`config.mk`:
```
export PLATFORM = sky130hd
export DESIGN_NAME = uart_cmd_if_flat
export DESIGN_NICKNAME = d
export VERILOG_FILES = /design/src/rtl/uart_cmd_if_if.sv /design/src/rtl/uart_cmd_if.sv /design/src/flat_wrapper.sv
export SDC_FILE = /design/constraint.sdc
export NUM_CORES = 1
export LEC_CHECK = 0
export ABC_CLOCK_PERIOD_IN_PS = 2100
export CAP_MARGIN = 30
export CORE_ASPECT_RATIO = 0.6
export CORE_UTILIZATION = 45
export DETAILED_ROUTE_END_ITERATION = 12
export HOLD_SLACK_MARGIN = 0.08
export PLACE_DENSITY_LB_ADDON = 0.1
export SLEW_MARGIN = 25
export SYNTH_ARGS = -nofsm -noshare
export SYNTH_HDL_FRONTEND = slang
export SYNTH_SLANG_ARGS = --single-unit
```
`constraint.sdc`:
```
create_clock -name clk -period 2.1 [get_ports clk]
set_input_delay 0.21 -clock clk [delete_from_list [all_inputs] [get_ports clk]]
set_output_delay 0.21 -clock clk [all_outputs]
set_load 0.01 [all_outputs]
```
`src/rtl/uart_cmd_if_if.sv`:
```
// Command-side bundle between the UART front end and the command block.
// The front end drives the slave modport; the command block drives the master modport.
interface uart_cmd_if_if;
   // cmd/cmd_rdy: cmd is valid and held stable while cmd_rdy=1, released by a one-cycle clr_cmd_rdy.
   // send_resp/resp_sent: resp is sampled with the send_resp pulse; resp_sent pulses once when the byte is out.
   logic [15:0] cmd;
   logic        cmd_rdy;
   logic        clr_cmd_rdy;
   logic [7:0]  resp;
   logic        send_resp;
   logic        resp_sent;

   modport master (
      input  cmd, cmd_rdy, resp_sent,
      output clr_cmd_rdy, resp, send_resp
   );

   modport slave (
      output cmd, cmd_rdy, resp_sent,
      input  clr_cmd_rdy, resp, send_resp
   );
endinterface

```
`src/rtl/uart_cmd_if.sv`:
```
// Host UART front end: assembles byte pairs from RX into 16-bit commands
// and serializes single response bytes onto TX (8N1, BAUD_DIV clocks per bit).
module uart_cmd_if #(
   parameter int BAUD_DIV = 1736
) (
   input  logic              clk,
   input  logic              rst_n,
   input  logic              RX,
   output logic              TX,
   uart_cmd_if_if.slave      bus,
   output logic [3:0]        o_dbg_state
);

   typedef enum logic [1:0] {RX_IDLE, RX_START, RX_DATA, RX_STOP} rx_state_t;
   typedef enum logic       {ASM_HIGH, ASM_LOW}                   asm_state_t;
   typedef enum logic       {TX_IDLE, TX_XMIT}                    tx_state_t;

   localparam logic [11:0] C_BAUD = 12'(BAUD_DIV);
   localparam logic [11:0] C_HALF = 12'(BAUD_DIV / 2);

   logic        r_rx_meta;
   logic        r_rx_s;
   logic        r_rx_prev;
   rx_state_t   r_rx_state;
   logic [11:0] r_rx_cnt;
   logic [2:0]  r_rx_bit;
   logic [7:0]  r_rx_byte;

   rx_state_t   w_rx_state_nxt;
   logic [11:0] w_rx_cnt_nxt;
   logic [2:0]  w_rx_bit_nxt;
   logic        w_rx_shift;
   logic        w_rx_done;
   logic        w_rx_expire;

   asm_state_t  r_asm_state;
   logic [15:0] r_cmd;
   logic        r_cmd_rdy;

   asm_state_t  w_asm_state_nxt;
   logic [15:0] w_cmd_nxt;
   logic        w_cmd_rdy_nxt;

   tx_state_t   r_tx_state;
   logic [9:0]  r_tx_shift;
   logic [11:0] r_tx_cnt;
   logic [3:0]  r_tx_bit;
   logic        r_resp_sent;

   tx_state_t   w_tx_state_nxt;
   logic [9:0]  w_tx_shift_nxt;
   logic [11:0] w_tx_cnt_nxt;
   logic [3:0]  w_tx_bit_nxt;
   logic        w_resp_sent_nxt;

   // Receive path: synchronizer, previous-sample flop for edge detect, and FSM state.
   always_ff @(posedge clk or negedge rst_n) begin
      if (!rst_n) begin
         r_rx_meta  <= 1'b1;
         r_rx_s     <= 1'b1;
         r_rx_prev  <= 1'b1;
         r_rx_state <= RX_IDLE;
         r_rx_cnt   <= C_HALF;
         r_rx_bit   <= 3'd0;
         r_rx_byte  <= 8'h00;
      end else begin
         r_rx_meta  <= RX;
         r_rx_s     <= r_rx_meta;
         r_rx_prev  <= r_rx_s;
         r_rx_state <= w_rx_state_nxt;
         r_rx_cnt   <= w_rx_cnt_nxt;
         r_rx_bit   <= w_rx_bit_nxt;
         if (w_rx_shift) begin
            r_rx_byte <= {r_rx_s, r_rx_byte[7:1]};
         end
      end
   end

   always_comb begin
      w_rx_state_nxt = r_rx_state;
      w_rx_cnt_nxt   = r_rx_cnt - 12'd1;
      w_rx_bit_nxt   = r_rx_bit;
      w_rx_shift     = 1'b0;
      w_rx_done      = 1'b0;
      w_rx_expire    = (r_rx_cnt == 12'd1);
      case (r_rx_state)
         RX_IDLE: begin
            w_rx_cnt_nxt = C_HALF;
            w_rx_bit_nxt = 3'd0;
            if (r_rx_prev && !r_rx_s) begin
               w_rx_state_nxt = RX_START;
            end
         end
         RX_START: begin
            // A start bit that is high again at mid-bit was only a glitch.
            if (w_rx_expire) begin
               if (r_rx_s) begin
                  w_rx_state_nxt = RX_IDLE;
               end else begin
                  w_rx_state_nxt = RX_DATA;
                  w_rx_cnt_nxt   = C_BAUD;
               end
            end
         end
         RX_DATA: begin
            if (w_rx_expire) begin
               w_rx_shift   = 1'b1;
               w_rx_cnt_nxt = C_BAUD;
               if (r_rx_bit == 3'd7) begin
                  w_rx_state_nxt = RX_STOP;
               end else begin
                  w_rx_bit_nxt = r_rx_bit + 3'd1;
               end
            end
         end
         RX_STOP: begin
            if (w_rx_expire) begin
               w_rx_state_nxt = RX_IDLE;
               w_rx_done      = r_rx_s;
            end
         end
         default: w_rx_state_nxt = RX_IDLE;
      endcase
   end

   // Command assembler: bytes arriving while a command is still held are dropped.
   always_ff @(posedge clk or negedge rst_n) begin
      if (!rst_n) begin
         r_asm_state <= ASM_HIGH;
         r_cmd       <= 16'h0000;
         r_cmd_rdy   <= 1'b0;
      end else begin
         r_asm_state <= w_asm_state_nxt;
         r_cmd       <= w_cmd_nxt;
         r_cmd_rdy   <= w_cmd_rdy_nxt;
      end
   end

   always_comb begin
      w_asm_state_nxt = r_asm_state;
      w_cmd_nxt       = r_cmd;
      w_cmd_rdy_nxt   = r_cmd_rdy;
      if (bus.clr_cmd_rdy) begin
         w_cmd_rdy_nxt = 1'b0;
      end
      if (w_rx_done && !r_cmd_rdy) begin
         case (r_asm_state)
            ASM_HIGH: begin
               w_cmd_nxt       = {r_rx_byte, r_cmd[7:0]};
               w_asm_state_nxt = ASM_LOW;
            end
            ASM_LOW: begin
               w_cmd_nxt       = {r_cmd[15:8], r_rx_byte};
               w_cmd_rdy_nxt   = 1'b1;
               w_asm_state_nxt = ASM_HIGH;
            end
            default: w_asm_state_nxt = ASM_HIGH;
         endcase
      end
   end

   // Transmit path: 10-bit frame shifted out LSB first, refilled with idle ones.
   always_ff @(posedge clk or negedge rst_n) begin
      if (!rst_n) begin
         r_tx_state  <= TX_IDLE;
         r_tx_shift  <= 10'h3FF;
         r_tx_cnt    <= C_BAUD;
         r_tx_bit    <= 4'd0;
         r_resp_sent <= 1'b0;
      end else begin
         r_tx_state  <= w_tx_state_nxt;
         r_tx_shift  <= w_tx_shift_nxt;
         r_tx_cnt    <= w_tx_cnt_nxt;
         r_tx_bit    <= w_tx_bit_nxt;
         r_resp_sent <= w_resp_sent_nxt;
      end
   end

   always_comb begin
      w_tx_state_nxt  = r_tx_state;
      w_tx_shift_nxt  = r_tx_shift;
      w_tx_cnt_nxt    = r_tx_cnt - 12'd1;
      w_tx_bit_nxt    = r_tx_bit;
      w_resp_sent_nxt = 1'b0;
      case (r_tx_state)
         TX_IDLE: begin
            w_tx_cnt_nxt = C_BAUD;
            w_tx_bit_nxt = 4'd0;
            if (bus.send_resp) begin
               w_tx_shift_nxt = {1'b1, bus.resp, 1'b0};
               w_tx_state_nxt = TX_XMIT;
            end
         end
         TX_XMIT: begin
            if (r_tx_cnt == 12'd1) begin
               w_tx_shift_nxt = {1'b1, r_tx_shift[9:1]};
               w_tx_cnt_nxt   = C_BAUD;
               if (r_tx_bit == 4'd9) begin
                  w_tx_state_nxt  = TX_IDLE;
                  w_resp_sent_nxt = 1'b1;
               end else begin
                  w_tx_bit_nxt = r_tx_bit + 4'd1;
               end
            end
         end
         default: w_tx_state_nxt = TX_IDLE;
      endcase
   end

   assign TX            = r_tx_shift[0];
   assign bus.cmd       = r_cmd;
   assign bus.cmd_rdy   = r_cmd_rdy;
   assign bus.resp_sent = r_resp_sent;
   assign o_dbg_state   = {r_rx_state, r_asm_state, r_tx_state};

endmodule

```
`src/flat_wrapper.sv`:
```
// flat-port wrapper written by rule: the top's interface ports become plain ports
module uart_cmd_if_flat 
#(
   parameter int BAUD_DIV = 1736
)
  (clk, rst_n, RX, TX, o_dbg_state, bus_cmd, bus_cmd_rdy, bus_resp_sent, bus_clr_cmd_rdy, bus_resp, bus_send_resp);
  uart_cmd_if_if bus_i ();
  input  logic clk;
  input  logic rst_n;
  input  logic RX;
  output logic TX;
  output logic [3:0] o_dbg_state;
  output wire logic [$bits(bus_i.cmd)-1:0] bus_cmd;
  output wire logic [$bits(bus_i.cmd_rdy)-1:0] bus_cmd_rdy;
  output wire logic [$bits(bus_i.resp_sent)-1:0] bus_resp_sent;
  input wire logic [$bits(bus_i.clr_cmd_rdy)-1:0] bus_clr_cmd_rdy;
  input wire logic [$bits(bus_i.resp)-1:0] bus_resp;
  input wire logic [$bits(bus_i.send_resp)-1:0] bus_send_resp;
  assign bus_cmd = bus_i.cmd;
  assign bus_cmd_rdy = bus_i.cmd_rdy;
  assign bus_resp_sent = bus_i.resp_sent;
  assign bus_i.clr_cmd_rdy = bus_clr_cmd_rdy;
  assign bus_i.resp = bus_resp;
  assign bus_i.send_resp = bus_send_resp;
  uart_cmd_if #(.BAUD_DIV(BAUD_DIV)) u_core (.clk(clk), .rst_n(rst_n), .RX(RX), .TX(TX), .bus(bus_i), .o_dbg_state(o_dbg_state));
endmodule
```
# After elaboration in Yosys (flattened, before gate mapping)
# Index checks and enable logic that the tools add are counted.
dict set report word_totals {
  ff_bits 74
  input_bits 13
}
dict set report classes {
  add_sub_neg 4
  n_eq_ne 16
  mux 38
  bitwise_logic 2
  n_reduce_logical 12
}
# operator count
set op_table {}
lappend op_table {{12-bit two-way mux} 4}
lappend op_table {{12-bit case mux with 3 select lines} 1}
lappend op_table {{16-bit case mux with 2 select lines} 1}
lappend op_table {{12-bit by 1-bit == test with 1-bit output (second input constant)} 2}
lappend op_table {{12-bit case mux with 2 select lines} 1}
lappend op_table {{12-bit by 1-bit subtractor with 12-bit output (second input constant)} 2}
lappend op_table {{10-bit two-way mux} 2}
lappend op_table {{10-bit case mux with 2 select lines} 1}
lappend op_table {{1-bit two-way mux} 13}
lappend op_table {{2-bit two-way mux} 6}
lappend op_table {{2-bit by 1-bit inequality test with 1-bit output (second input constant)} 5}
lappend op_table {{4-bit two-way mux} 2}
lappend op_table {{2-bit inequality test (second input constant)} 4}
lappend op_table {{2-bit case mux with 4 select lines} 1}
lappend op_table {{4-bit case mux with 2 select lines} 1}
lappend op_table {{2-bit AND reduction} 4}
lappend op_table {{3-bit two-way mux} 2}
lappend op_table {{3-bit case mux with 2 select lines} 1}
lappend op_table {{5-bit AND reduction} 1}
lappend op_table {{4-bit by 1-bit adder with 4-bit output (second input constant)} 1}
lappend op_table {{2-bit == test (second input constant)} 2}
lappend op_table {{4-bit == test (second input constant)} 1}
lappend op_table {{1-bit case mux with 2 select lines} 2}
lappend op_table {{3-bit by 1-bit adder with 3-bit output (second input constant)} 1}
lappend op_table {{8 further kinds} 11}

# Logic depth before layout (Yosys ltp)
dict set report logic_depth {
  depth_word 5
  depth_mapped 7
}

# Worst setup path after synthesis
# OpenSTA, ideal clock, no wires.
dict set report synth_timing {
  path_kind {register to register}
  from {register u_core.r_rx_cnt[1]}
  to {register u_core.r_cmd[10] (netlist: u_core.bus.cmd[10])}
  setup_time_ps 125
  arrival_ps 1694
  setup_slack_ps 281
  path_stages_with_launch 7
  period_less_slack_ps 1819
  cell_sequence {dfrtp_1 > inv_1 > ha_1 > nor2b_1 > nand4_4 > nor3_4 > mux2_2}
}
dict set report synth_between {
  elab_chain_cells 5
}
# element line
set synth_lines {}
lappend synth_lines {{from (decl)} uart_cmd_if.sv:25} ;# logic [11:0] r_rx_cnt;
lappend synth_lines {{from (signal assigned)} uart_cmd_if.sv:71} ;# r_rx_cnt <= w_rx_cnt_nxt;
lappend synth_lines {{12-bit by 1-bit == test with 1-bit output} uart_cmd_if.sv:85} ;# w_rx_expire = (r_rx_cnt == 12'd1);
lappend synth_lines {{1-bit two-way mux} uart_cmd_if.sv:117} ;# if (w_rx_expire) begin
lappend synth_lines {{1-bit two-way mux} uart_cmd_if.sv:86} ;# case (r_rx_state)
lappend synth_lines {{1-bit logical AND} uart_cmd_if.sv:146} ;# if (w_rx_done && !r_cmd_rdy) begin
lappend synth_lines {{2-bit AND reduction (no line)} n/a}
lappend synth_lines {{to (signal assigned)} uart_cmd_if.sv:134} ;# r_cmd <= w_cmd_nxt;
lappend synth_lines {{to (decl)} uart_cmd_if.sv:37} ;# logic [15:0] r_cmd;
# Every way passes these cells.
# A chain may end at the register's enable or synchronous reset.

# Worst setup path in the final report
dict set report layout_timing {
  from {register u_core.r_rx_cnt[1]}
  to {register u_core.r_cmd[15] (netlist: u_core.bus.cmd[15])}
}
# The elaborated chain is that of the path after synthesis.

==> flow_metrics.tcl <==
set metrics [dict create \
    ys_seq_elements 73 \
    synth_edf_count 0 \
    ys_top_cells_by_area "dfrtp_1 38%, dfstp_2 17%, mux2_2 8.3%" \
    cp_data_required_time_ps 2310 \
    power_frac_clock_pct 38.1 \
    die_w_um 114 \
    rsz0062_at_grt "false" \
    ff2ff_setup_slack_ps 140 \
    cts.root.buffer_cell "clkbuf_16" \
    clk_path_buf_depth 2 \
    grt_pass1_wl_mm 11.4 \
    insertion_delay_ps 330 \
    status "finished, final reports clean" \
    grt_overflow 0 \
    layout_setup_ws_ps 138 \
    seqPwrFrac_pct 46.4 \
    tightest_slew_ps 591 \
    clkTransAtPathRegs_ps 60 \
    fp.coreArea_um2 7270 \
    ios 36 \
    finalSetupTns_ps 0 \
    yosysSeqAreaShare_pct 54.8 \
    swShare_pct 26.8 \
    start_util_pct 46.6 \
    switching_power_w 0.00111 \
    fill_cells 612 \
    maxSlewHeadroom_pct 60.5 \
    critPathCaptureType "flip-flop" \
    grt_max_degree 74 \
    leakage_nw 1.82 \
    power_density_nw_per_um2 976 \
    drive_above_1_share_pct 25.1 \
    syn-num-nets 315 \
    min-delay-path-class "input pin to flip-flop" \
    pwr-share-comb_pct 15.5 \
    report.final.slew_viol_count 0 \
    synthTopCellsByCount "51 x dfrtp_1, 33 x nand3_1, 25 x mux2_2" \
    ir_drop_mv 0.463 \
    post_drt_wl_per_cell_um 15.0 \
    setup_viol 0 \
    synthArstFlopShare_pct 100 \
    first_pass_iters 4 \
    crit_arrival_ps 2180 \
    post_cts_buffers 0 \
    hold_viol_final 0 \
    antenna_cells 0 \
    rows 24 \
    crit_fanout 9 \
    yosys.area.top_type_share_pct 37.7 \
    crit_path_start_kind "flip-flop" \
    via_per_inst 5.20 \
    num_vias 2347 \
    grt_pass1_vias 2223 \
    fin_skew_ps 3.36 \
    fin_crit_ps 1960 \
    route.detailed.drc 0 \
    cts_buffers 9 \
    wirelength_mm 6.77 \
    synth_cell_type_count 47 \
    portBuffers 35 \
    grtUsageTotal_pct 18.7 \
    nNetsFinal 364 \
    syn_to_final_growth_pct 25.6 \
    p_int_w 0.00304 \
    yosysMostFrequentCell "dfrtp_1" \
    cts_tree "done" \
    cts_max_level 3 \
    drtIter0Drc 103 \
    yosysWarnings 0 \
    timing.fmax_ghz 0.510 \
    synth.avg_cell_area_um2 11.5 \
    synth_flop_cell "dfrtp_1" \
    synth_area_um2 3380 \
    synthCells 294 \
    dp_hpwl_mm 4.64 \
    dp_slack_ps 98.0 \
    drtAntennaViolNets 0 \
    drv_cap 0 \
    gp_congestion 0.781 \
    antenna_found_initial 0 \
    die_h_um 69.2 \
    yosysTopAreaCell "dfrtp_1" \
    die_area_um2 7880 \
    cts.sinks 73 \
    fin_crit_sh_pct 93.4 \
    crit_type "flip-flop to flip-flop" \
]
-- final cells by class --
type	count	area (µm²)	share of cell area, %
sequential	73	1850	43.6
inverter	10	37.5	0.883
clock inverter	5	81.3	1.91
tap	104	130	3.06
clock buffer	10	229	5.39
timing repair buffer	48	458	10.8
multi-input combinational	201	1460	34.4
-- cells in the final DEF, fill, tap and decap left out, types with 5 or more instances in the layout --
cell type and count:
nor3_1 5, xnor2_1 10, dfstp_2 22, nand2_1 17, a22oi_1 7, mux2_2 25, dfrtp_1 51, xor2_1 7
clkbuf_16 9, inv_1 10, nor2_1 19, o21ai_0 10, nand3_1 33, clkdlybuf4s50_1 34, buf_4 11, ha_1 8
a21oi_1 5
-- worst paths after layout --
check / cells after the start / end / from
min in group asynchronous: 3 / u_core.r_rx_bit[0] / rst_n
max: 7 / u_core.bus.cmd[15] / u_core.r_rx_cnt[1]
max reg2reg: 7 / u_core.bus.cmd[15] / u_core.r_rx_cnt[1]
min: 1 / u_core.r_rx_meta / RX
min reg2reg: 0 / u_core.r_rx_s / u_core.r_rx_meta
max in group asynchronous: 3 / u_core.r_rx_cnt[2] / rst_n
-- power by group through the flow --
| stage | combinational [W] | sequential [W] | clock [W] |
|---|---|---|---|
| final | 0.000642 | 0.00193 | 0.00158 |
| after global placement | 0.000622 | 0.00194 | 0 |
| after global routing | 0.000720 | 0.00196 | 0.00169 |
| after CTS | 0.000637 | 0.00192 | 0.00162 |
| after detailed placement | 0.000637 | 0.00194 | 0 |
| after floorplan | 0.000435 | 0.00190 | 0 |
-- registers in the layout, indices dropped and copies added (netlist names), 3 cells and up, named ones only --
| signal | cells |
|---|---|
| u_core.r_rx_bit | 3 |
| u_core.r_tx_cnt | 12 |
| u_core.r_rx_byte | 8 |
| u_core.r_rx_cnt | 12 |
| u_core.bus.cmd | 16 |
| u_core.r_tx_bit | 4 |
| u_core.r_tx_shift | 9 |
-- worst max-delay path, stage by stage (launching register included) --
cell and delay, ps:
dfrtp_1 390, inv_1 90, ha_1 170, nor2b_2 230, nand4_4 190, nor3_4 210, buf_4 220, mux2_2 350
-- repair_timing --
| action | in CTS | in global routing |
|---|---|---|
| endpoints found under the hold margin | 51 | 0 |
| endpoints found under the setup margin | 0 | 20 |
| hold buffers | 1 | 0 |
| resized for setup | 0 | 3 |
-- layer usage --
layer | wire, µm | vias to the layer above | share of wire [%] | GRT usage (%)
li1 | - | 1157 | - | -
met1 | 3770 | 1128 | 56 | 30.2
met2 | 2590 | 49 | 38 | 22.8
met3 | 330 | 13 | 4.9 | 6.47
met4 | 84 | 0 | 1.2 | 5.63
met5 | 0 | - | 0 | 0
-- through the flow --
| step | utilization (%) | total power (W) | hold slack [ps] | instances | instance area [µm²] |
|---|---|---|---|---|---|
| 6_report | 58.5 | 0.00415 | 287 | 451 | 4250 |
| 3_3_place_gp | 53.9 | 0.00256 | 271 | 435 | 3920 |
| 2_1_floorplan | - | 0.00233 | -85.6 | 294 | 3380 |
| 5_1_grt | 58.5 | 0.00437 | 285 | 451 | 4250 |
| 3_5_place_dp | 53.9 | 0.00257 | 269 | 435 | 3920 |
| 4_1_cts | 58.3 | 0.00418 | 279 | 451 | 4240 |
-- cell families after synthesis --
| logic type | Yosys count | share of synthesized area (%) |
|---|---|---|
| fa+ha+maj | 8 | 2.96 |
| compound gates | 38 | 7.32 |
| simple gates | 113 | 19.8 |
| flops | 73 | 54.8 |
| xor+xnor | 17 | 4.40 |
| mux | 25 | 8.32 |
| buf+inv | 20 | 2.44 |
Note: power is estimated with default switching activity, not from simulation.
